$ cat config.mk
export PLATFORM = sky130hd
export DESIGN_NAME = sync_fifo_w_ocup_th
export DESIGN_NICKNAME = d
export VERILOG_FILES = /design/src/rtl/sync_fifo_w_ocup_th.sv
export SDC_FILE = /design/constraint.sdc
export NUM_CORES = 1
export LEC_CHECK = 0
export ABC_AREA = 1
export CAP_MARGIN = 5
export CORE_UTILIZATION = 45
export DETAILED_ROUTE_END_ITERATION = 8
export GPL_ROUTABILITY_DRIVEN = 1
export GPL_TIMING_DRIVEN = 1
export PLACE_DENSITY = 0.73
export SYNTH_ARGS = -nofsm -noshare
export SYNTH_HDL_FRONTEND = slang
export SYNTH_SLANG_ARGS = --single-unit
$ cat constraint.sdc
create_clock -name clk -period 3.55 [get_ports clk]
set_input_delay 0.355 -clock clk [delete_from_list [all_inputs] [get_ports clk]]
set_output_delay 0.355 -clock clk [all_outputs]
set_load 0.005 [all_outputs]
$ cat src/rtl/sync_fifo_w_ocup_th.sv
// sync_fifo_w_ocup_th: single-clock FIFO of any depth with occupancy, free count, thresholds and flush; SYNC_FIFO_ERR_FLAGS_EN adds sticky ovf/udf flags
module sync_fifo_w_ocup_th #(
  parameter int SLOTS = 4,
  parameter int WIDTH = 8,
  parameter int AFULL_TH = SLOTS - 1,
  parameter int AEMPTY_TH = 1,
  localparam int CW = $clog2(SLOTS + 1)
) (
  input  logic             clk,
  input  logic             rst,
  input  logic             flush_i,
  input  logic             wr_en_i,
  input  logic [WIDTH-1:0] wr_data_i,
  output logic             wr_full_o,
  output logic             wr_afull_o,
  output logic [CW-1:0]    free_o,
  input  logic             rd_en_i,
  output logic [WIDTH-1:0] rd_data_o,
  output logic             rd_empty_o,
  output logic             rd_aempty_o,
`ifdef SYNC_FIFO_ERR_FLAGS_EN
  input  logic             err_clr_i,
  output logic             ovf_o,
  output logic             udf_o,
`endif
  output logic [CW-1:0]    ocup_o
);
  localparam int PW = $clog2(SLOTS);
  logic [WIDTH-1:0] mem_q [SLOTS];
  logic [PW-1:0] wr_ptr_q, wr_ptr_d, rd_ptr_q, rd_ptr_d;
  logic [CW-1:0] cnt_q, cnt_d;
  logic wa, ra;
  assign wr_full_o   = cnt_q == CW'(SLOTS);
  assign rd_empty_o  = cnt_q == '0;
  assign wr_afull_o  = cnt_q >= CW'(AFULL_TH);
  assign rd_aempty_o = cnt_q <= CW'(AEMPTY_TH);
  assign free_o      = CW'(SLOTS) - cnt_q;
  assign ocup_o      = cnt_q;
  assign rd_data_o   = mem_q[rd_ptr_q];
  // Accepted requests and next pointer/count; flush discards everything and wins over both requests
  always_comb begin
    wa = wr_en_i & ~wr_full_o & ~flush_i;
    ra = rd_en_i & ~rd_empty_o & ~flush_i;
    wr_ptr_d = flush_i ? '0 : !wa ? wr_ptr_q : wr_ptr_q == PW'(SLOTS - 1) ? '0 : wr_ptr_q + 1'b1;
    rd_ptr_d = flush_i ? '0 : !ra ? rd_ptr_q : rd_ptr_q == PW'(SLOTS - 1) ? '0 : rd_ptr_q + 1'b1;
    cnt_d = flush_i ? '0 : (wa & ~ra) ? cnt_q + 1'b1 : (ra & ~wa) ? cnt_q - 1'b1 : cnt_q;
  end
  // Pointer and count registers
  always_ff @(posedge clk) begin
    if (rst) begin
      wr_ptr_q <= '0;
      rd_ptr_q <= '0;
      cnt_q    <= '0;
    end else begin
      wr_ptr_q <= wr_ptr_d;
      rd_ptr_q <= rd_ptr_d;
      cnt_q    <= cnt_d;
    end
  end
  // Storage has no reset; stale contents are hidden behind the count
  always_ff @(posedge clk) begin
    if (wa) mem_q[wr_ptr_q] <= wr_data_i;
  end
`ifdef SYNC_FIFO_ERR_FLAGS_EN
  logic ovf_q, udf_q;
  assign ovf_o = ovf_q;
  assign udf_o = udf_q;
  // Sticky error flags; a new offence in the same cycle beats the clear
  always_ff @(posedge clk) begin
    if (rst) begin
      ovf_q <= 1'b0;
      udf_q <= 1'b0;
    end else begin
      ovf_q <= (wr_en_i & wr_full_o & ~flush_i) | (ovf_q & ~err_clr_i);
      udf_q <= (rd_en_i & rd_empty_o & ~flush_i) | (udf_q & ~err_clr_i);
    end
  end
`else
`endif
`ifndef NO_ASSERTIONS
  param_legal_a: assert property (@(posedge clk)
    SLOTS >= 2 && AFULL_TH >= 1 && AFULL_TH <= SLOTS && AEMPTY_TH >= 0 && AEMPTY_TH < SLOTS);
  cnt_range_a: assert property (@(posedge clk) disable iff (rst) cnt_q <= CW'(SLOTS));
  free_ocup_a: assert property (@(posedge clk) disable iff (rst) int'(free_o) + int'(ocup_o) == SLOTS);
`endif
endmodule

==> out/metrics.cfg <==
[sta]
setup_viol=0
fin_setup_tns_ns=0
skew_ns=0.00641
whs_ns=0.549
tightestPinTransition_ns=0.722
final_max_slew_viol_count=0
hold_viol=0
slew_headroom_pct=51.7
rsz0062_at_grt=false
layout_setup_ws_ns=1.15
max_freq_mhz=417
final.min_clock_period_ns=2.40
fin_crit_sh_pct=67.6

[yosys]
yosysTopAreaCell=edfxtp_1
synth-warning-count=0
synth_top_area_share_pct=52.3
synth_cells=161
synth_area_leaders=edfxtp_1, dfxtp_1, ha_1
yosys.cell_types.count=23
dominantRegCellSynth=edfxtp_1
synth_edf_count=32
syn_area_um2=1840
ys_ff_latch=41
seq_area_frac_synth_pct=62.1
synth.net_count=187
avgSynthCellArea_um2=11.4
postSynth.asyncResetShare_pct=0

[power_and_ir_drop]
p_leak_nw=0.843
powerDensity_nw_per_um2=427
ir_worst_vdd_mv=0.221

[worst_hold_path]
worstHoldPathType=flip-flop to flip-flop

[drt]
avgRoutedWirePerCell_um=14.6
top_layer_used=met4
routed-via-count=1252
drcViolationCount=0
ant_nets=0
first_iter_violations=105
drt-met1-wl_um=1660
dr_wl_met3_um=207
detail_route.first_pass.iterations=4
viasPerCell=5.15
met2WireLength_um=1620
wl_um=3550

[placement]
hpwl_um=2630
gp_congestion=0.872
dp_cells=235
pre_cts_slack_ns=1.18
io_buffers=30

[final_layout]
final_core_util_pct=59.1
final_common_cell=edfxtp_1
final_nets=220
syn2layout_area_growth_pct=22.3
drive_above_1_share_pct=8.21
antenna_cells=0
fillers=324
instances_no_fill=243
layout_common_cells=edfxtp_1, clkdlybuf4s50_1, nor2_1, inv_1, o21ai_0

[setup_path]
critPathCaptureType=flip-flop
critPathMaxFanout=8
cp.required_ns=3.48
start_kind=flip-flop
critical_path_class=flip-flop to flip-flop
worstPathArrival_ns=2.33

[clock_network]
clk_pin_slew_ns=0.08
postCtsSetupRepairBufs=0
cts_buffers=5
holdBufCountCts=0
cts_tree=done
htree_levels=2
worst_skew_pair.late_latency_ns=0.29
cts_resized=0
cts_buffer_depth=2
clock-sinks=41
cts_root_buf=clkbuf_8

[floorplan]
die_h_um=65.9
initial_utilization_pct=48.4
num_rows=22
core-area_um2=3800
die-area_um2=4340
ios=31
die_w_um=65.9

[global_route]
grt_pass1_vias=1164
grt_pass1_wl_um=5500
grt_max_degree=18
track_usage_pct=17.8
antenna_found_initial=0
overflow=0

[run]
maxCapViolations=0

[outcome]
status=finished, final reports clean

-- synth_stat cells (4+ instances only) --
cell,count
inv_1,19
nor3_1,4
edfxtp_1,32
a21oi_1,6
nor2_1,27
ha_1,13
o22ai_1,8
nand2_1,7
o21ai_0,15
dfxtp_1,9
-- final timing paths --
path	startpoint	end	slack, ns	depth (start not counted)
worst min-delay path	wr_ptr_q[1]$_SDFFE_PP0P_	wr_ptr_q[1]$_SDFFE_PP0P_	0.55	2
worst min register to register	wr_ptr_q[1]$_SDFFE_PP0P_	wr_ptr_q[1]$_SDFFE_PP0P_	0.55	2
worst max-delay path	ocup_o[0]$_SDFFE_PP0P_	mem_q[2][6]$_DFFE_PP_	1.15	6
worst max register to register	ocup_o[0]$_SDFFE_PP0P_	mem_q[2][6]$_DFFE_PP_	1.15	6
-- through the flow --
| step | total power, mW | cell area [µm²] |
|---|---|---|
| 6_report | 0.958 | 2250 |
| 5_1_grt | 0.994 | 2250 |
| 4_1_cts | 0.964 | 2250 |
| 3_5_place_dp | 0.666 | 2160 |
| 3_3_place_gp | 0.664 | 2160 |
| 2_1_floorplan | 0.603 | 1840 |
-- flip-flops by register name, indices dropped and copies added (netlist names), named ones only --
register  cells
ocup_o        3
wr_ptr_q      2
mem_q        32
rd_ptr_q      2
-- where the power goes --
group	internal [mW]	switching (mW)	total [mW]
Combinational	0.0619	0.0570	0.119
Clock	0.139	0.164	0.303
Sequential	0.528	0.00821	0.537
-- kinds of logic after synthesis --
group / share of synthesized area (%)
AO/OA/AOI/OAI: 11.4
buffers and inverters: 6.81
XOR/XNOR: 0.954
AND/OR/NAND/NOR: 9.88
flip-flops: 62.1
adder cells (fa/ha/maj): 8.86
-- per-layer routing --
| metal | vias to the layer above | global-route usage (%) |
|---|---|---|
| met3 | 9 | 5.34 |
| met5 | - | 0 |
| met1 | 577 | 24.1 |
| li1 | 620 | - |
| met2 | 46 | 26.3 |
| met4 | 0 | 7.61 |
-- cell type report --
type                            count  area (µm²)  share of cell area [%]
Sequential cell                    41        1140                    50.8
Multi-Input combinational cell     95         571                    25.4
Timing Repair Buffer               30         300                    13.4
Inverter                           21        83.8                    3.73
Clock buffer                        5        68.8                    3.06
Tap cell                           48        60.1                    2.67
Clock inverter                      3        21.3                   0.947
-- worst max-delay path, cell delays in order (launching register included) --
cell and delay (ns):
dfxtp_1 0.46, inv_1 0.13, ha_1 0.23, ha_1 0.21, nor2_2 0.18, nand2_1 0.21
nor2_1 0.61
No activity file was read; power rests on OpenSTA's default activity.
==> RTL edit 1, RTL diff (same flow settings) <==
The option `SYNC_FIFO_ERR_FLAGS_EN` is turned on by a define.
--- a/src/rtl/sync_fifo_w_ocup_th.sv
+++ b/src/rtl/sync_fifo_w_ocup_th.sv
@@ -1,3 +1,5 @@
 // sync_fifo_w_ocup_th: single-clock FIFO of any depth with occupancy, free count, thresholds and flush; SYNC_FIFO_ERR_FLAGS_EN adds sticky ovf/udf flags
+`define SYNC_FIFO_ERR_FLAGS_EN
+
 module sync_fifo_w_ocup_th #(
   parameter int SLOTS = 4,
Interface: changed (added err_clr_i, ovf_o and udf_o); port bits go from 31 to 34. No check against the original RTL was run, so the function may have changed too.
==> RTL edit 1 against the unedited design <==
Sequential cell count up 2. Final area grew 5.9%. Total power increased by 11%. Routed wire length shrank 7.9%. Critical path depth down 2. Synthesized area up 3.5%. Worst setup slack lost 85 ps. Sequential power up 4.1%. Worst hold slack got worse by 77 ps. Global-route usage is 0.38 points lower. Core utilization fell by 0.087 points. Fmax shrank 3.4%. Critical path type is now reg2out. Largest cell class unchanged.
==> RTL edit 1: results (changes against the unedited design) <==
<table>
<tr><th>Metric</th><th>Value</th></tr>
<tr><th colspan="2">Cells and area</th></tr>
<tr><td># clk buffers</td><td>7 (was 5)</td></tr>
<tr><td>Final cell count without fillers</td><td>258 (was 243)</td></tr>
<tr><td>Fraction of final layout cells sized beyond drive strength 1</td><td>0.0721 (was 0.0821)</td></tr>
<tr><td>Signal buffers share of area</td><td>0.139 (was 0.134)</td></tr>
<tr><th colspan="2">Worst setup path</th></tr>
<tr><td>Worst R2R End</td><td>mem_q[0][1] (was mem_q[2][6])</td></tr>
<tr><td>Crit-path max cell delay</td><td>700 ps (was 610 ps)</td></tr>
<tr><td>Worst setup path end</td><td>rd_data_o[4] (was mem_q[2][6])</td></tr>
<tr><td>Worst setup path category</td><td>reg2out (was reg2reg)</td></tr>
<tr><th colspan="2">Power and ir drop</th></tr>
<tr><td>Peak VDD IR</td><td>0.000182 V (was 0.000221 V)</td></tr>
<tr><th colspan="2">Synth</th></tr>
<tr><td>Synthesized instance count</td><td>171 (was 161)</td></tr>
<tr><td>Most frequent cells after synthesis</td><td>32 x sky130_fd_sc_hd__edfxtp_1, 29 x sky130_fd_sc_hd__nor2_1, 20 x sky130_fd_sc_hd__inv_1 (was 32 x sky130_fd_sc_hd__edfxtp_1, 27 x sky130_fd_sc_hd__nor2_1, 19 x sky130_fd_sc_hd__inv_1)</td></tr>
<tr><td>Net Count, Synth</td><td>198 (was 187)</td></tr>
<tr><td>Post-synthesis sequential area ratio</td><td>0.621 (about the same)</td></tr>
<tr><td>Xor-xnor portion of the synthesized cell area</td><td>0.00922 (was 0.00954)</td></tr>
<tr><td>Largest family of logic cells by synthesized area</td><td>simple AND/OR/NAND/NOR gates (was compound AO/OA/AOI/OAI gates)</td></tr>
<tr><th colspan="2">Placement</th></tr>
<tr><td>Instance count after placement with tap cells included</td><td>250 (was 235)</td></tr>
<tr><td>Sum of net half-perimeters after detailed placement</td><td>2270 µm (was 2630 µm)</td></tr>
<tr><td>Number of buffers inserted by port buffering</td><td>33 (was 30)</td></tr>
<tr><td>Pre-CTS WS</td><td>1320 ps (was 1180 ps)</td></tr>
<tr><th colspan="2">Drt</th></tr>
<tr><td>Vias per cell</td><td>4.95 (was 5.15)</td></tr>
<tr><td>Drt wl/cell</td><td>12.7 µm (was 14.6 µm)</td></tr>
<tr><th colspan="2">Global route</th></tr>
<tr><td>Global-route wire length before repair</td><td>5350 µm (was 5500 µm)</td></tr>
<tr><td>Met3 usage in global routing</td><td>0.0497 (was 0.0534)</td></tr>
<tr><td>Met2 GRT Util</td><td>0.287 (was 0.263)</td></tr>
<tr><th colspan="2">Worst hold path</th></tr>
<tr><td>Worst min-delay path endpoint</td><td>ovf_o (was wr_ptr_q[1])</td></tr>
<tr><th colspan="2">Run status</th></tr>
<tr><td>Outcome</td><td>finished, final reports clean (unchanged)</td></tr>
</table>
-- RTL edit 1: cell count changes in the layout (fill, tap and decap cells not counted), sizes merged --
cell and delta:
nand3 +1, o21ai -2, nand2 +5, dfxtp +2, nor2 +2, clkdlybuf4s50 +3, clkbuf +2, inv +2
a21oi -1, clkinv -2, a211oi +1
-- RTL edit 1: metal layers --
metal | up-vias | wire length, µm | part of all wire
met5 | - | 0 | 0
met4 | 0 | 116 | 0.035
met3 | 9 | 219 | 0.067
met2 | 43 | 1570 | 0.48
met1 | 573 | 1370 | 0.42
li1 | 651 | - | -
-- RTL edit 1: stage by stage --
stage,area (µm²),power (µW),util
final,2380,1060,0.590
after global routing,2380,1110,0.590
after CTS,2380,1070,0.590
after detailed placement,2250,688,0.559
after global placement,2250,687,0.559
after floorplan,1900,626,-
-- RTL edit 1: power breakdown --
group	switching, µW	internal, µW
logic	53.4	63.8
clock network	165	224
registers	8.10	551
total	226	838
==> RTL edit 2, RTL diff (same flow settings) <==
Made on the original files. Set the parameter `WIDTH` to 10 (it was 8).
--- a/src/rtl/sync_fifo_w_ocup_th.sv
+++ b/src/rtl/sync_fifo_w_ocup_th.sv
@@ -2,5 +2,5 @@
 module sync_fifo_w_ocup_th #(
   parameter int SLOTS = 4,
-  parameter int WIDTH = 8,
+  parameter int WIDTH = 10,
   parameter int AFULL_TH = SLOTS - 1,
   parameter int AEMPTY_TH = 1,
Ports: changed (resized rd_data_o and wr_data_i); port bits go from 31 to 35. No check against the original RTL was run, so the function may have changed too.
==> RTL edit 2 against the unedited design <==
Final area rose by 22%. Sequential cell count rose by 8. Global-route usage fell by 3.3 points. Critical path depth shrank 3. Routed wire length increased by 2.9%. Total power rose by 14%. Clock skew rose by 1.1 ps. Synthesized area rose by 25%. Worst setup slack lost 36 ps. Combinational power is 5% higher.
==> RTL edit 2: results (changes against the unedited design) <==
<table>
<tr><th>Metric</th><th>Value</th></tr>
<tr><th colspan="2">Placement</th></tr>
<tr><td>Sum of net half-perimeters after detailed placement</td><td>2530 µm (was 2630 µm)</td></tr>
<tr><td>Final estimated routing congestion in global placement</td><td>0.833 (was 0.872)</td></tr>
<tr><th colspan="2">Synth</th></tr>
<tr><td>Xor-xnor portion of the synthesized cell area</td><td>0.00383 (was 0.00954)</td></tr>
<tr><td>Count of flip-flops with a built-in enable after synthesis</td><td>40 (was 32)</td></tr>
<tr><td>Count of different cell masters after synthesis</td><td>19 (was 23)</td></tr>
<tr><td>Fraction of the mapped netlist area in compound gates</td><td>0.135 (was 0.114)</td></tr>
<tr><td>Net Count, Synth</td><td>230 (was 187)</td></tr>
<tr><td>Synthesized-area fraction occupied by adder cells</td><td>0.0765 (was 0.0886)</td></tr>
<tr><th colspan="2">Worst setup path</th></tr>
<tr><td>Number of cells on the worst reg-to-reg path</td><td>5 (was 6)</td></tr>
<tr><td>Family of cells with the greatest summed delay on the critical path</td><td>flip-flops (was simple AND/OR/NAND/NOR gates)</td></tr>
<tr><td>Crit-path max cell delay</td><td>930 ps (was 610 ps)</td></tr>
<tr><td>Largest fanout on the critical path</td><td>40 (was 8)</td></tr>
<tr><td>Worst setup path category</td><td>reg2out (was reg2reg)</td></tr>
<tr><td>Data arrival time of the worst path</td><td>2080 ps (was 2330 ps)</td></tr>
<tr><td>Slowest cell on the critical path</td><td>sky130_fd_sc_hd__dfxtp_2 (was sky130_fd_sc_hd__nor2_1)</td></tr>
<tr><th colspan="2">STA</th></tr>
<tr><td>Slew at the pin closest to its max-slew limit</td><td>977 ps (was 722 ps)</td></tr>
<tr><td>Post-Route Skew</td><td>7.49 ps (was 6.41 ps)</td></tr>
<tr><th colspan="2">Run status</th></tr>
<tr><td>Outcome</td><td>finished, final reports clean (unchanged)</td></tr>
<tr><th colspan="2">Worst hold path</th></tr>
<tr><td>Startpoint of the lowest-slack hold path</td><td>ocup_o[0] (was wr_ptr_q[1])</td></tr>
<tr><td>Worst min-delay path endpoint</td><td>ocup_o[0] (was wr_ptr_q[1])</td></tr>
<tr><th colspan="2">Cells and area</th></tr>
<tr><td>Fraction of final layout cells sized beyond drive strength 1</td><td>0.131 (was 0.0821)</td></tr>
<tr><td>Number of nets in the final layout</td><td>264 (was 220)</td></tr>
<tr><td>FILL cells</td><td>431 (was 324)</td></tr>
<tr><th colspan="2">Power and ir drop</th></tr>
<tr><td>Standby leakage power</td><td>0.00107 µW (was 0.000843 µW)</td></tr>
<tr><th colspan="2">Drt</th></tr>
<tr><td>First DRT Iteration DRCs</td><td>83 (was 105)</td></tr>
<tr><td>Vias per cell</td><td>4.63 (was 5.15)</td></tr>
</table>
RTL edit 2: changes by cell type after synthesis, sizes merged, moves of 3 or more:
| cell | unedited run | this run |
|---|---|---|
| inv | 20 | 39 |
| a21oi | 8 | 15 |
| nor2 | 28 | 19 |
| o22ai | 8 | 0 |
| nand2 | 7 | 29 |
| buf | 4 | 7 |
| nor3 | 4 | 0 |
| edfxtp | 32 | 40 |
| o211ai | 0 | 10 |
| o21ai | 20 | 16 |
RTL edit 2: cell type report:
type                    count  area (µm²)  share of cell area
inverters                  39         146              0.0534
multi-input cells         106         701               0.256
clock inverters             2        15.0             0.00548
flip-flops and latches     49        1380               0.504
clock buffers               6        72.6              0.0265
well taps                  67        83.8              0.0306
repair buffers             34         340               0.124
RTL edit 2: metal layers:
layer	track usage	routed length, µm	vias to the layer above
met4	0.0449	19	0
li1	-	-	730
met2	0.249	1770	22
met5	0	0	-
met3	0.0357	133	2
met1	0.183	1730	649
RTL edit 2: stage by stage:
step | util | worst slack [ps] | std cells | total power [µW] | hold WS, ps
6_report | 0.569 | 1110 | 303 | 1090 | 549
5_1_grt | 0.569 | 975 | 303 | 1130 | 591
4_1_cts | 0.569 | 1080 | 303 | 1090 | 552
3_5_place_dp | 0.551 | 1210 | 295 | 789 | 531
3_3_place_gp | 0.551 | 1280 | 295 | 787 | 528
2_1_floorplan | - | 1580 | 201 | 721 | 454
RTL edit 2: worst max-delay path by stage:
stage / end / cells past startpoint
floorplan: mem_q[0][0] / 5
global placement: mem_q[3][0] / 5
detailed placement: mem_q[3][5] / 5
CTS: rd_data_o[6] / 3
global route: rd_data_o[7] / 3
finish: rd_data_o[7] / 3
